`config.mk`:
```
export PLATFORM = sky130hd
export DESIGN_NAME = pc_sequencer_flat
export DESIGN_NICKNAME = d
export VERILOG_FILES = /design/src/rtl/pc_sequencer_if.sv /design/src/rtl/pc_sequencer.sv /design/src/flat_wrapper.sv
export SDC_FILE = /design/constraint.sdc
export NUM_CORES = 1
export LEC_CHECK = 0
export CAP_MARGIN = 20
export CORE_MARGIN = 4
export CORE_UTILIZATION = 33
export DETAILED_ROUTE_END_ITERATION = 7
export PLACE_DENSITY = 0.51
export SLEW_MARGIN = 20
export SYNTH_ARGS = -nofsm -noshare
export SYNTH_HDL_FRONTEND = slang
export SYNTH_SLANG_ARGS = --single-unit
```
`constraint.sdc`:
```
create_clock -name clk -period 4.6 [get_ports clk]
set_input_delay 0.92 -clock clk [delete_from_list [all_inputs] [get_ports clk]]
set_output_delay 0.92 -clock clk [all_outputs]
set_load 0.005 [all_outputs]
```
`src/rtl/pc_sequencer_if.sv`:
```
// Fetch and dispatch bus between the front-end sequencer (master) and the
// instruction memory / execute stage (slave).
interface pc_sequencer_if #(
   parameter int DW = 16
);
   logic          fetch_req;
   logic [DW-1:0] fetch_addr;
   logic          fetch_ack;
   logic [DW-1:0] fetch_data;
   logic          dispatch_valid;
   logic          dispatch_ready;
   logic [DW-1:0] dispatch_instr;
   logic [DW-1:0] dispatch_imm;
   logic [DW-1:0] rd_data;
   logic          cond;

   modport master (
      output fetch_req, fetch_addr, dispatch_valid, dispatch_instr, dispatch_imm,
      input  fetch_ack, fetch_data, dispatch_ready, rd_data, cond
   );

   modport slave (
      input  fetch_req, fetch_addr, dispatch_valid, dispatch_instr, dispatch_imm,
      output fetch_ack, fetch_data, dispatch_ready, rd_data, cond
   );
endinterface

```
`src/rtl/pc_sequencer.sv`:
```
// Multi-cycle fetch/dispatch sequencer: registered PC, one- and two-word
// instruction fetch, hardware control flow and a return-address stack.
module pc_sequencer #(
   parameter int            DW       = 16,
   parameter int            RS_DEPTH = 8,
   parameter logic [DW-1:0] RESET_PC = '0
) (
   input  logic                      clk,
   input  logic                      rst_n,
   pc_sequencer_if.master            bus,
   output logic [DW-1:0]             pc,
   output logic                      halted,
   output logic [$clog2(RS_DEPTH):0] rs_count,
   output logic                      rs_overflow,
   output logic                      rs_underflow
);
   localparam int          AW      = $clog2(RS_DEPTH);
   localparam logic [AW:0] RS_FULL = (AW+1)'(RS_DEPTH);

   localparam logic [4:0] OP_CALL = 5'b00001;
   localparam logic [4:0] OP_JMPR = 5'b00100;
   localparam logic [4:0] OP_JMPI = 5'b00101;
   localparam logic [4:0] OP_RTN  = 5'b11100;
   localparam logic [4:0] OP_STP  = 5'b11111;

   typedef enum logic [1:0] {S_FETCH, S_IMM, S_ISSUE, S_HALT} state_t;

   state_t        state, state_nx;
   logic          fetch_req_q, dispatch_valid_q;
   logic [DW-1:0] instr_q, imm_q;
   logic [DW-1:0] rs_mem [RS_DEPTH];
   logic          fetch_take, issue_take;
   logic [4:0]    op;
   logic          rs_full, rs_empty, rs_push;
   logic [AW-1:0] rs_top;

   function automatic logic is_two_word(input logic [4:0] opc);
      case (opc)
         5'b00001, 5'b00101, 5'b01001, 5'b01011,
         5'b01101, 5'b01111, 5'b10111: return 1'b1;
         default:                      return 1'b0;
      endcase
   endfunction

   assign op       = instr_q[15:11];
   assign rs_full  = (rs_count == RS_FULL);
   assign rs_empty = (rs_count == '0);
   assign rs_top   = rs_count[AW-1:0] - AW'(1);
   assign rs_push  = issue_take && (op == OP_CALL) && !rs_full;

   assign bus.fetch_req      = fetch_req_q;
   assign bus.fetch_addr     = pc;
   assign bus.dispatch_valid = dispatch_valid_q;
   assign bus.dispatch_instr = instr_q;
   assign bus.dispatch_imm   = imm_q;

   always_ff @(posedge clk or negedge rst_n) begin
      if (!rst_n) state <= S_FETCH;
      else        state <= state_nx;
   end

   // An acknowledge only counts while a request is actually outstanding.
   always_comb begin
      state_nx   = state;
      fetch_take = 1'b0;
      issue_take = 1'b0;
      case (state)
         S_FETCH: if (fetch_req_q && bus.fetch_ack) begin
            fetch_take = 1'b1;
            state_nx   = is_two_word(bus.fetch_data[15:11]) ? S_IMM : S_ISSUE;
         end
         S_IMM: if (fetch_req_q && bus.fetch_ack) begin
            fetch_take = 1'b1;
            state_nx   = S_ISSUE;
         end
         S_ISSUE: if (dispatch_valid_q && bus.dispatch_ready) begin
            issue_take = 1'b1;
            state_nx   = (op == OP_STP) ? S_HALT : S_FETCH;
         end
         default: state_nx = state;
      endcase
   end

   always_ff @(posedge clk or negedge rst_n) begin
      if (!rst_n) begin
         pc               <= RESET_PC;
         fetch_req_q      <= 1'b0;
         dispatch_valid_q <= 1'b0;
         instr_q          <= '0;
         imm_q            <= '0;
         halted           <= 1'b0;
         rs_count         <= '0;
         rs_overflow      <= 1'b0;
         rs_underflow     <= 1'b0;
      end else begin
         fetch_req_q      <= (state_nx == S_FETCH) || (state_nx == S_IMM);
         dispatch_valid_q <= (state_nx == S_ISSUE);
         halted           <= (state_nx == S_HALT);
         if (fetch_take) begin
            pc <= pc + DW'(1);
            if (state == S_FETCH) begin
               instr_q <= bus.fetch_data;
               imm_q   <= '0;
            end else begin
               imm_q   <= bus.fetch_data;
            end
         end
         // pc already points past the instruction when the action is applied.
         if (issue_take) begin
            casez (op)
               OP_CALL: begin
                  pc <= imm_q;
                  if (rs_full) rs_overflow <= 1'b1;
                  else         rs_count    <= rs_count + (AW+1)'(1);
               end
               OP_RTN: begin
                  if (rs_empty) begin
                     pc           <= RESET_PC;
                     rs_underflow <= 1'b1;
                  end else begin
                     pc       <= rs_mem[rs_top];
                     rs_count <= rs_count - (AW+1)'(1);
                  end
               end
               OP_JMPR:  pc <= bus.rd_data;
               OP_JMPI:  pc <= imm_q;
               5'b0001?: if (bus.cond) pc <= pc + DW'(instr_q[1:0]);
               default:  pc <= pc;
            endcase
         end
      end
   end

   always_ff @(posedge clk) begin
      if (rs_push) rs_mem[rs_count[AW-1:0]] <= pc;
   end
endmodule

```
`src/flat_wrapper.sv`:
```
// flat-port wrapper written by rule: the top's interface ports become plain ports
module pc_sequencer_flat 
#(
   parameter int            DW       = 16,
   parameter int            RS_DEPTH = 8,
   parameter logic [DW-1:0] RESET_PC = '0
)
  (clk, rst_n, pc, halted, rs_count, rs_overflow, rs_underflow, bus_fetch_req, bus_fetch_addr, bus_dispatch_valid, bus_dispatch_instr, bus_dispatch_imm, bus_fetch_ack, bus_fetch_data, bus_dispatch_ready, bus_rd_data, bus_cond);
  pc_sequencer_if #(.DW(DW)) bus_i ();
  input  logic clk;
  input  logic rst_n;
  output logic [DW-1:0] pc;
  output logic halted;
  output logic [$clog2(RS_DEPTH):0] rs_count;
  output logic rs_overflow;
  output logic rs_underflow;
  output wire logic [$bits(bus_i.fetch_req)-1:0] bus_fetch_req;
  output wire logic [$bits(bus_i.fetch_addr)-1:0] bus_fetch_addr;
  output wire logic [$bits(bus_i.dispatch_valid)-1:0] bus_dispatch_valid;
  output wire logic [$bits(bus_i.dispatch_instr)-1:0] bus_dispatch_instr;
  output wire logic [$bits(bus_i.dispatch_imm)-1:0] bus_dispatch_imm;
  input wire logic [$bits(bus_i.fetch_ack)-1:0] bus_fetch_ack;
  input wire logic [$bits(bus_i.fetch_data)-1:0] bus_fetch_data;
  input wire logic [$bits(bus_i.dispatch_ready)-1:0] bus_dispatch_ready;
  input wire logic [$bits(bus_i.rd_data)-1:0] bus_rd_data;
  input wire logic [$bits(bus_i.cond)-1:0] bus_cond;
  assign bus_fetch_req = bus_i.fetch_req;
  assign bus_fetch_addr = bus_i.fetch_addr;
  assign bus_dispatch_valid = bus_i.dispatch_valid;
  assign bus_dispatch_instr = bus_i.dispatch_instr;
  assign bus_dispatch_imm = bus_i.dispatch_imm;
  assign bus_i.fetch_ack = bus_fetch_ack;
  assign bus_i.fetch_data = bus_fetch_data;
  assign bus_i.dispatch_ready = bus_dispatch_ready;
  assign bus_i.rd_data = bus_rd_data;
  assign bus_i.cond = bus_cond;
  pc_sequencer #(.DW(DW), .RS_DEPTH(RS_DEPTH), .RESET_PC(RESET_PC)) u_core (.clk(clk), .rst_n(rst_n), .bus(bus_i), .pc(pc), .halted(halted), .rs_count(rs_count), .rs_overflow(rs_overflow), .rs_underflow(rs_underflow));
endmodule
```
==> load_flow_metrics.sql, run 1 <==
INSERT INTO impl_metrics (metric_group, metric, value, unit) VALUES
('place', 'place.detailed.hpwl', '15.5', 'mm'),
('floorplanning', 'placementRows', '58', ''),
('power_and_ir_drop', 'p_leak', '3.69', 'nW'),
('logic_synthesis', 'post_synth_inst_count', '620', ''),
('clock_tree', 'cts_buffers', '17', ''),
('floorplanning', 'dieHeight', '170', 'µm'),
('layout', 'antenna-diode-count', '0', ''),
('worst_setup_path', 'type_of_origin_of_the_critical_path', 'register', ''),
('sta', 'post-route-period-util', '0.658', ''),
('clock_tree', 'cts_hold_buf', '0', ''),
('power_and_ir_drop', 'total_power', '6.59', 'mW'),
('global_route', 'first_pass_grt_wire_length', '35.8', 'mm'),
('worst_setup_path', 'critical_path.max_fanout', '16', ''),
('floorplanning', 'die_area', '28800', 'µm²'),
('layout', 'nNetsFinal', '757', ''),
('power_and_ir_drop', 'internal-power', '4.16', 'mW'),
('route', 'detail_route.iter0.violations', '251', ''),
('worst_setup_path', 'timing.reg2reg.setup_slack', '1.58', 'ns'),
('clock_tree', 'cts_root_buf', 'clkbuf_16', ''),
('route', 'routed_via_density', '5.35', ''),
('sta', 'worst_case_headroom_to_the_max_slew_limit', '0.365', ''),
('power_and_ir_drop', 'netSwitchingFraction', '0.368', ''),
('worst_hold_path', 'min_path_type', 'reg2reg', ''),
('power_and_ir_drop', 'ir_drop', '302', 'µV'),
('power_and_ir_drop', 'power.combinational.fraction', '0.372', ''),
('logic_synthesis', 'synth-async-reset-ratio', '0.316', ''),
('route', 'remaining_drc_errors', '0', ''),
('global_route', 'grt_use_total', '0.162', ''),
('layout', 'share_of_layout_cells_above_drive_strength_1', '0.156', ''),
('place', 'setup_ws_pre_cts', '1.20', 'ns'),
('run', 'maxCapViolations', '0', ''),
('worst_setup_path', 'crit_type', 'reg2reg', ''),
('sta', 'slew_viol_final', '0', ''),
('status', 'run_status', 'completed', ''),
('logic_synthesis', 'synth-edff-count', '128', ''),
('sta', 'fin_worst_skew', '0.0125', 'ns'),
('layout', 'flow.area_growth_from_synthesis', '21.7', '%'),
('worst_setup_path', 'timing.critical_path.to_type', 'register', ''),
('clock_tree', 'post_cts_buffers', '0', ''),
('worst_setup_path', 'worstPathArrival', '3.13', 'ns'),
('logic_synthesis', 'synth-warning-count', '0', ''),
('route', 'antenna_left', '0', ''),
('route', 'vias', '5640', ''),
('power_and_ir_drop', 'net-switching-power', '2.43', 'mW'),
('sta', 'max_freq', '331', 'MHz'),
('logic_synthesis', 'seq_area_frac_synth', '0.616', ''),
('sta', 'slew_worst_pin', '0.948', 'ns'),
('power_and_ir_drop', 'sequentialPowerShare', '0.421', ''),
('place', 'port-buffer-count', '109', ''),
('power_and_ir_drop', 'clock_power_share', '0.208', ''),
('logic_synthesis', 'synth.avg_cell_area', '13.9', 'µm²'),
('clock_tree', 'clk_pin_slew_worst_paths', '0.07', 'ns'),
('global_route', 'pin_count_of_the_biggest_net_entering_global_routing', '36', ''),
('global_route', 'grt_overflow_total', '0', ''),
('sta', 'finalSetupViolCount', '0', ''),
('clock_tree', 'clock_tree_from_tritoncts', 'done', ''),
('logic_synthesis', 'postSynthRegisterBits', '187', ''),
('floorplanning', 'initial_utilization', '0.339', ''),
('layout', 'layout_common_cells', 'edfxtp_1 (128), clkdlybuf4s50_1 (108), nand2_1 (74)', ''),
('layout', 'most_frequent_standard_cell_in_the_layout_excluding_fill_and_tap_cells', 'edfxtp_1', ''),
('clock_tree', 'cts.sinks', '187', ''),
('logic_synthesis', 'syn_nets', '665', ''),
('sta', 'fin_crit_period', '3.02', 'ns'),
('logic_synthesis', 'primary_ff_master_synth', 'edfxtp_1', ''),
('global_route', 'antenna_violations_before_repair', '1', ''),
('worst_setup_path', 'worst-endpoint-required', '4.70', 'ns'),
('route', 'detail_route.wirelength', '22.9', 'mm'),
('sta', 'rsz0062_at_grt', 'no', ''),
('floorplanning', 'die_x', '170', 'µm'),
('sta', 'setup-tns-final', '0', 'ns'),
('logic_synthesis', 'count_of_different_cell_masters_after_synthesis', '70', '');
cell usage after synthesis, drive strengths merged (3+ instances only):
master / n / share of area
a21oi: 24 / 0.014
dfrtp: 59 / 0.17
and2: 5 / 0.0036
a21o: 6 / 0.0052
nor3: 14 / 0.0081
a22oi: 10 / 0.0087
ha: 6 / 0.0087
o211ai: 10 / 0.0087
mux2: 16 / 0.021
nor3b: 3 / 0.0039
buf: 37 / 0.029
a211oi: 12 / 0.011
xor2: 7 / 0.0071
mux4: 32 / 0.083
xnor2: 12 / 0.012
or3: 4 / 0.0035
nand4: 6 / 0.0043
nor2: 31 / 0.013
a311oi: 3 / 0.0030
o21ai: 10 / 0.0062
a31oi: 4 / 0.0029
mux2i: 14 / 0.016
clkbuf: 15 / 0.0065
nand2b: 3 / 0.0022
nand3: 25 / 0.014
nand2: 74 / 0.032
edfxtp: 128 / 0.44
o31ai: 3 / 0.0032
inv: 6 / 0.0026
critical path, cell delays in order, from the launching register on:
cell and delay, ns:
dfrtp_1 0.54, nor4b_4 0.91, and2b_1 0.29, nor3b_1 0.26, nand2_1 0.17, nor3_2 0.16, buf_4 0.34
power groups by stage:
stage          Clock [mW]  Sequential [mW]  Combinational, mW
6_report             1.37             2.77               2.45
5_1_grt              1.46             2.85               2.67
4_1_cts              1.40             2.78               2.50
3_5_place_dp            0             2.81               2.48
3_3_place_gp            0             2.78               2.46
2_1_floorplan           0             2.53               1.60
worst paths after layout:
path,depth (start not counted),endpoint,start
max in group asynchronous,2,u_core.bus.dispatch_imm[0],rst_n
max reg2reg,6,u_core.rs_mem[1][6],u_core.bus.dispatch_instr[15]
max,6,u_core.rs_mem[1][6],u_core.bus.dispatch_instr[15]
min reg2reg,1,u_core.rs_underflow,u_core.rs_underflow
min in group asynchronous,1,u_core.bus.dispatch_instr[14],rst_n
min,1,u_core.rs_underflow,u_core.rs_underflow
stage by stage:
| stage | instances | area, µm² |
|---|---|---|
| 5_1_grt | 1055 | 10500 |
| 4_1_cts | 1055 | 10500 |
| 3_3_place_gp | 1023 | 9970 |
| 2_1_floorplan | 620 | 8640 |
| 3_5_place_dp | 1023 | 9970 |
| 6_report | 1055 | 10500 |
flip-flops by register name, indices dropped and copies added, names as in the netlist, 2 cells and up:
signal	cells
u_core.rs_mem	128
u_core.bus.dispatch_imm	16
u_core.bus.dispatch_instr	16
u_core.bus.fetch_addr	16
u_core.rs_count	4
u_core.state	2
routing by layer:
| metal | global-route usage | vias to the layer above | part of all wire |
|---|---|---|---|
| met4 | 0.0385 | 0 | 0.011 |
| met1 | 0.230 | 2891 | 0.46 |
| met5 | 0 | - | 0 |
| met2 | 0.248 | 176 | 0.46 |
| met3 | 0.0444 | 23 | 0.067 |
| li1 | - | 2550 | - |
final cells by class:
cell class / instances / area, µm²
clock buffer: 17 / 425
clock inverter: 15 / 120
fill: 2321 / 15000
inverter: 6 / 22.5
multi-input combinational: 375 / 3010
sequential: 187 / 5320
tap: 330 / 413
timing repair buffer: 125 / 1210
cell families (layout without fill, tap and decap cells):
family,after synthesis,in the layout,synth area share
xor+xnor,19,19,0.0193
mux,62,62,0.120
fa+ha+maj,8,8,0.0133
simple gates,183,183,0.107
buf+inv,58,163,0.0376
compound gates,103,103,0.0871
flops,187,187,0.616
No activity file was read; power rests on OpenSTA's default activity.
==> run 2: changes to the inputs <==
==> constraint.sdc (replaced) <==
create_clock -name clk -period 2.86 [get_ports clk]
set_input_delay 0.572 -clock clk [delete_from_list [all_inputs] [get_ports clk]]
set_output_delay 0.572 -clock clk [all_outputs]
set_load 0.005 [all_outputs]
==> load_flow_metrics.sql, run 2 (synthesis gave the netlist of run 1 again) <==
INSERT INTO impl_metrics (metric_group, metric, value, unit) VALUES
('status', 'run_status', 'completed', ''),
('worst_setup_path', 'worst-endpoint-required', '3.16', 'ns'),
('run', 'maxCapViolations', '0', ''),
('global_route', 'number_of_global_route_vias_before_repair', '6064', ''),
('clock_tree', 'clock_latency', '0.44', 'ns'),
('sta', 'slew_viol_final', '0', ''),
('clock_tree', 'post_cts_buffers', '0', ''),
('route', 'route.detailed.wl_per_inst', '22.4', 'µm'),
('sta', 'setup-tns-final', '0', 'ns'),
('place', 'placed_instance_area', '10300', 'µm²'),
('route', 'remaining_drc_errors', '0', ''),
('floorplanning', 'die_x', '170', 'µm'),
('sta', 'fin_worst_skew', '0.0113', 'ns'),
('worst_setup_path', 'crit_type', 'reg2reg', ''),
('place', 'place.detailed.hpwl', '17.0', 'mm'),
('sta', 'post-route-period-util', '0.881', ''),
('clock_tree', 'clk_pin_slew_worst_paths', '0.07', 'ns'),
('global_route', 'antenna_violations_before_repair', '0', ''),
('place', 'place.gp.congestion', '0.868', ''),
('worst_setup_path', 'type_of_origin_of_the_critical_path', 'register', ''),
('place', 'port-buffer-count', '109', ''),
('sta', 'hold-worst-slack', '0.233', 'ns'),
('floorplanning', 'design.core.area', '25500', 'µm²'),
('global_route', 'grt_use_total', '0.175', ''),
('global_route', 'grt_overflow_total', '0', ''),
('sta', 'max_freq', '397', 'MHz'),
('layout', 'nNetsFinal', '793', ''),
('route', 'vias', '5775', ''),
('global_route', 'pin_count_of_the_biggest_net_entering_global_routing', '47', ''),
('route', 'detail_route.iter0.violations', '397', ''),
('sta', 'final-hold-violation-count', '0', ''),
('layout', 'flow.area_growth_from_synthesis', '26.4', '%'),
('layout', 'largest_register_ffs', '128', ''),
('floorplanning', 'initial_utilization', '0.339', ''),
('floorplanning', 'placementRows', '58', ''),
('clock_tree', 'cts_root_buf', 'clkbuf_16', ''),
('power_and_ir_drop', 'total_power', '11.3', 'mW'),
('power_and_ir_drop', 'ir_drop', '477', 'µV'),
('route', 'routed_via_density', '5.29', ''),
('layout', 'share_of_layout_cells_above_drive_strength_1', '0.197', ''),
('worst_setup_path', 'worstPathArrival', '2.82', 'ns'),
('sta', 'worst_case_headroom_to_the_max_slew_limit', '0.565', ''),
('clock_tree', 'clock_tree_from_tritoncts', 'done', ''),
('sta', 'slew_worst_pin', '0.652', 'ns'),
('sta', 'finalSetupViolCount', '0', ''),
('route', 'antenna_left', '0', ''),
('global_route', 'first_pass_grt_wire_length', '37.7', 'mm'),
('route', 'detail_route.wirelength', '24.4', 'mm'),
('power_and_ir_drop', 'p_leak', '3.91', 'nW'),
('layout', 'most_frequent_standard_cell_in_the_layout_excluding_fill_and_tap_cells', 'edfxtp_1', ''),
('sta', 'rsz0062_at_grt', 'no', ''),
('layout', 'layout_common_cells', 'edfxtp_1 (128), clkdlybuf4s50_1 (108), nand2_1 (74)', ''),
('floorplanning', 'io_pins', '110', ''),
('clock_tree', 'ctsHtreeMaxLevel', '4', ''),
('layout', 'fillers', '2325', ''),
('route', 'drt_pre_antenna_iters', '5', ''),
('clock_tree', 'cts_buffers', '17', ''),
('clock_tree', 'cts.sinks', '187', ''),
('power_and_ir_drop', 'power.density_cell_area', '1030', 'nW/µm²'),
('layout', 'antenna-diode-count', '0', ''),
('clock_tree', 'cts_max_path_buffers', '2', ''),
('floorplanning', 'die_area', '28800', 'µm²'),
('floorplanning', 'dieHeight', '170', 'µm'),
('layout', 'fin_area', '10900', 'µm²'),
('clock_tree', 'cts_hold_buf', '0', ''),
('sta', 'fin_crit_period', '2.52', 'ns'),
('clock_tree', 'cts-resized-gates', '0', ''),
('worst_setup_path', 'critical_path.max_fanout', '10', ''),
('worst_setup_path', 'timing.critical_path.to_type', 'register', ''),
('layout', 'postLayoutCoreUtil', '0.429', ''),
('worst_hold_path', 'min_path_type', 'in2async', '');
## run 2: changes by cell type in the layout (fill, tap and decap cells not counted)
cell / delta
buf_12: +8
buf_4: +28
bufinv_16: +1
clkbuf_1: +1
clkinv_4: -4
clkinv_8: +1
inv_8: +3
clkinv_1: -2
## run 2: report_power, final
group          leakage (nW)  internal, mW  switching [mW]  total [mW]
clock network         0.284          1.24            1.13        2.37
registers              1.86          3.52           0.546        4.07
logic                  1.77          2.30            2.52        4.83
total                  3.91          7.07            4.20        11.3
## run 2: area by class of cell
cell class / instances / area [µm²] / area share
clock inverters: 14 / 158 / 0.0144
repair buffers: 161 / 1580 / 0.144
flip-flops and latches: 187 / 5320 / 0.487
inverters: 6 / 22.5 / 0.00206
well taps: 330 / 413 / 0.0378
multi-input cells: 375 / 3010 / 0.275
clock buffers: 18 / 429 / 0.0393
## run 2: through the flow
stage | std cells | worst slack (ns)
finish | 1091 | 0.341
global placement | 1059 | 0.119
floorplan | 620 | -0.118
CTS | 1091 | 0.339
detailed placement | 1059 | 0.156
global route | 1091 | 0.234
## run 2: layer usage
metal / vias up / track usage / part of all wire
li1: 2619 / - / -
met1: 2915 / 0.242 / 0.44
met2: 219 / 0.271 / 0.47
met3: 22 / 0.0530 / 0.072
met4: 0 / 0.0445 / 0.013
met5: - / 0 / 0
## run 2: path summary, 6_finish.rpt
kind	start	end	slack, ns	cells past startpoint
max in group asynchronous	rst_n	u_core.bus.dispatch_imm[1]	1.96	3
max reg2reg	u_core.rs_count[0]	u_core.bus.fetch_addr[10]	0.34	8
min	rst_n	u_core.bus.dispatch_instr[15]	0.23	2
min reg2reg	u_core.rs_underflow	u_core.rs_underflow	0.47	1
min in group clk	u_core.rs_underflow	u_core.rs_underflow	0.47	1
max	u_core.rs_count[0]	u_core.bus.fetch_addr[10]	0.34	8
## run 2: worst max-delay path, cell delays in order (launching register included)
cell and delay (ns):
dfrtp_2 0.42, inv_1 0.17, ha_1 0.31, nand2b_1 0.16
o21ai_2 0.35, buf_4 0.27, a21oi_1 0.11, a221oi_1 0.44
a31oi_1 0.15
==> run 3: changes to the inputs <==
==> constraint.sdc (replaced) <==
create_clock -name clk -period 3.27 [get_ports clk]
set_input_delay 0.654 -clock clk [delete_from_list [all_inputs] [get_ports clk]]
set_output_delay 0.654 -clock clk [all_outputs]
set_load 0.005 [all_outputs]
==> load_flow_metrics.sql, run 3 (synthesis gave the netlist of run 1 again) <==
INSERT INTO impl_metrics (metric_group, metric, value, unit) VALUES
('status', 'run_status', 'completed', ''),
('sta', 'slew_worst_pin', '0.721', 'ns'),
('clock_tree', 'cts_root_buf', 'clkbuf_16', ''),
('worst_setup_path', 'timing.critical_path.to_type', 'register', ''),
('route', 'remaining_drc_errors', '0', ''),
('global_route', 'grt_use_total', '0.175', ''),
('layout', 'most_frequent_standard_cell_in_the_layout_excluding_fill_and_tap_cells', 'edfxtp_1', ''),
('place', 'port-buffer-count', '109', ''),
('worst_setup_path', 'worstPathArrival', '2.93', 'ns'),
('route', 'detail_route.iter0.violations', '412', ''),
('place', 'place.detailed.hpwl', '17.1', 'mm'),
('sta', 'finalSetupViolCount', '0', ''),
('worst_hold_path', 'min_path_type', 'in2async', ''),
('power_and_ir_drop', 'net-switching-power', '3.69', 'mW'),
('power_and_ir_drop', 'sequentialPowerShare', '0.368', ''),
('floorplanning', 'die_x', '170', 'µm'),
('clock_tree', 'clk_pin_slew_worst_paths', '0.08', 'ns'),
('clock_tree', 'cts_buffers', '17', ''),
('sta', 'fin_worst_skew', '0.0154', 'ns'),
('worst_setup_path', 'worstPathBufferInverterCount', '0', ''),
('worst_setup_path', 'type_of_origin_of_the_critical_path', 'register', ''),
('route', 'drt_pre_antenna_iters', '8', ''),
('worst_setup_path', 'worst-endpoint-required', '3.57', 'ns'),
('layout', 'fillers', '2307', ''),
('sta', 'max_freq', '379', 'MHz'),
('global_route', 'grt_overflow_total', '0', ''),
('place', 'place.gp.congestion', '0.865', ''),
('floorplanning', 'io_pins', '110', ''),
('layout', 'share_of_layout_cells_above_drive_strength_1', '0.184', ''),
('route', 'antenna_left', '0', ''),
('route', 'met2_length', '11.8', 'mm'),
('sta', 'rsz0062_at_grt', 'no', ''),
('worst_setup_path', 'cp_slowest_stage_delay', '0.81', 'ns'),
('route', 'vias', '5775', ''),
('power_and_ir_drop', 'clock_power_share', '0.214', ''),
('route', 'routed_via_density', '5.36', ''),
('power_and_ir_drop', 'ir_drop', '386', 'µV'),
('clock_tree', 'clock_latency', '0.45', 'ns'),
('layout', 'nNetsFinal', '780', ''),
('worst_setup_path', 'critical_path.max_fanout', '16', ''),
('worst_setup_path', 'cells_along_the_critical_path', 'ha_1 -> a21o_1 -> nand3_1 -> a21oi_1 -> xor2_1 -> a2111oi_0 -> a21oi_1', ''),
('layout', 'antenna-diode-count', '0', ''),
('worst_setup_path', 'crit_type', 'reg2reg', ''),
('clock_tree', 'post_cts_buffers', '0', ''),
('place', 'place_inst', '1046', ''),
('sta', 'slew_viol_final', '0', ''),
('route', 'top_layer_used', 'met4', ''),
('worst_setup_path', 'critical_path_slowest_stage_cell', 'dfrtp_1', ''),
('clock_tree', 'cts_max_path_buffers', '2', ''),
('power_and_ir_drop', 'power.density_cell_area', '909', 'nW/µm²'),
('global_route', 'first_pass_grt_wire_length', '37.7', 'mm'),
('clock_tree', 'ctsHtreeMaxLevel', '4', ''),
('layout', 'flow.area_growth_from_synthesis', '25.1', '%'),
('sta', 'final-hold-violation-count', '0', ''),
('layout', 'largest_register_ffs', '128', ''),
('sta', 'worst_case_headroom_to_the_max_slew_limit', '0.520', ''),
('clock_tree', 'cts_hold_buf', '0', ''),
('route', 'detail_route.wirelength.met1', '10.9', 'mm'),
('layout', 'post_layout_nonfiller_instances', '1078', ''),
('global_route', 'pin_count_of_the_biggest_net_entering_global_routing', '36', ''),
('power_and_ir_drop', 'p_leak', '3.85', 'nW'),
('sta', 'post-route-period-util', '0.807', ''),
('route', 'detail_route.wirelength', '24.6', 'mm'),
('worst_setup_path', 'path_delay_family', 'compound AO/OA/AOI/OAI gates', ''),
('floorplanning', 'initial_utilization', '0.339', ''),
('worst_setup_path', 'critical_path.most_common_cell', 'a21oi_1', ''),
('route', 'routed-wl-met3', '1.64', 'mm'),
('layout', 'layout_common_cells', 'edfxtp_1 (128), clkdlybuf4s50_1 (108), nand2_1 (74)', ''),
('floorplanning', 'design.core.area', '25500', 'µm²'),
('global_route', 'antenna_violations_before_repair', '0', ''),
('sta', 'setup-tns-final', '0', 'ns'),
('clock_tree', 'cts.sinks', '187', ''),
('power_and_ir_drop', 'internal-power', '6.13', 'mW'),
('floorplanning', 'die_area', '28800', 'µm²'),
('power_and_ir_drop', 'netSwitchingFraction', '0.376', ''),
('power_and_ir_drop', 'power.combinational.fraction', '0.418', ''),
('sta', 'fin_crit_period', '2.64', 'ns'),
('clock_tree', 'clock_tree_from_tritoncts', 'done', ''),
('global_route', 'number_of_global_route_vias_before_repair', '5959', ''),
('route', 'route.detailed.wl_per_inst', '22.8', 'µm'),
('clock_tree', 'cts-resized-gates', '0', ''),
('floorplanning', 'dieHeight', '170', 'µm'),
('run', 'maxCapViolations', '0', ''),
('floorplanning', 'placementRows', '58', '');
==> run 3: cell types whose count changed in the layout (fill, tap and decap cells not counted), sizes merged <==
cell,previous run,this run
clkinvlp,1,0
inv,13,14
buf,53,40
==> run 3: layer usage <==
metal / vias to the layer above / GRT usage
met2: 201 / 0.284
met3: 28 / 0.0488
met4: 0 / 0.0413
met5: - / 0
li1: 2585 / -
met1: 2961 / 0.236
==> run 3: final cells by class <==
class                           instances  area, µm²  share of cell area
Sequential cell                       187       5320               0.492
Multi-Input combinational cell        375       3010               0.278
Timing Repair Buffer                  148       1440               0.133
Clock buffer                           18        429              0.0397
Tap cell                              330        413              0.0382
Clock inverter                         14        174              0.0161
Inverter                                6       22.5             0.00208
==> run 3: through the flow <==
stage / area [µm²] / util / total power, mW / hold WS (ns) / setup slack, ns
floorplan: 8650 / - / 5.81 / 0.358 / 0.292
global placement: 10200 / 0.401 / 7.77 / 0.462 / 0.387
detailed placement: 10200 / 0.401 / 7.81 / 0.456 / 0.394
CTS: 10800 / 0.424 / 9.94 / 0.145 / 0.548
global route: 10800 / 0.424 / 10.4 / 0.163 / 0.366
finish: 10800 / 0.424 / 9.82 / 0.145 / 0.632
==> run 3: worst register-to-register path, delay by kind of cell (launching register included) <==
kind                     cells  cell delay, ns
AND/OR/NAND/NOR              1            0.19
adder cells (fa/ha/maj)      1            0.37
flip-flops                   1            0.81
AO/OA/AOI/OAI                4            0.97
XOR/XNOR                     1            0.15
==> run 3: final timing paths <==
| check | end | start | slack (ns) | cells after the start |
|---|---|---|---|---|
| worst max-delay path | u_core.bus.fetch_addr[5] | u_core.bus.fetch_addr[1] | 0.63 | 7 |
| worst min-delay path | u_core.bus.dispatch_instr[15] | rst_n | 0.15 | 1 |
| worst max register to register | u_core.bus.fetch_addr[5] | u_core.bus.fetch_addr[1] | 0.63 | 7 |
| worst min register to register | u_core.rs_underflow | u_core.rs_underflow | 0.47 | 1 |
| max in group asynchronous | u_core.bus.dispatch_imm[0] | rst_n | 2.39 | 2 |
| min in group clk | u_core.rs_underflow | u_core.rs_underflow | 0.47 | 1 |
==> run 3: power by group through the flow <==
stage / clock, mW / sequential, mW / combinational, mW
floorplan: 0 / 3.56 / 2.25
global placement: 0 / 3.64 / 4.13
detailed placement: 0 / 3.66 / 4.14
CTS: 2.15 / 3.62 / 4.17
global route: 2.25 / 3.69 / 4.47
finish: 2.10 / 3.61 / 4.10
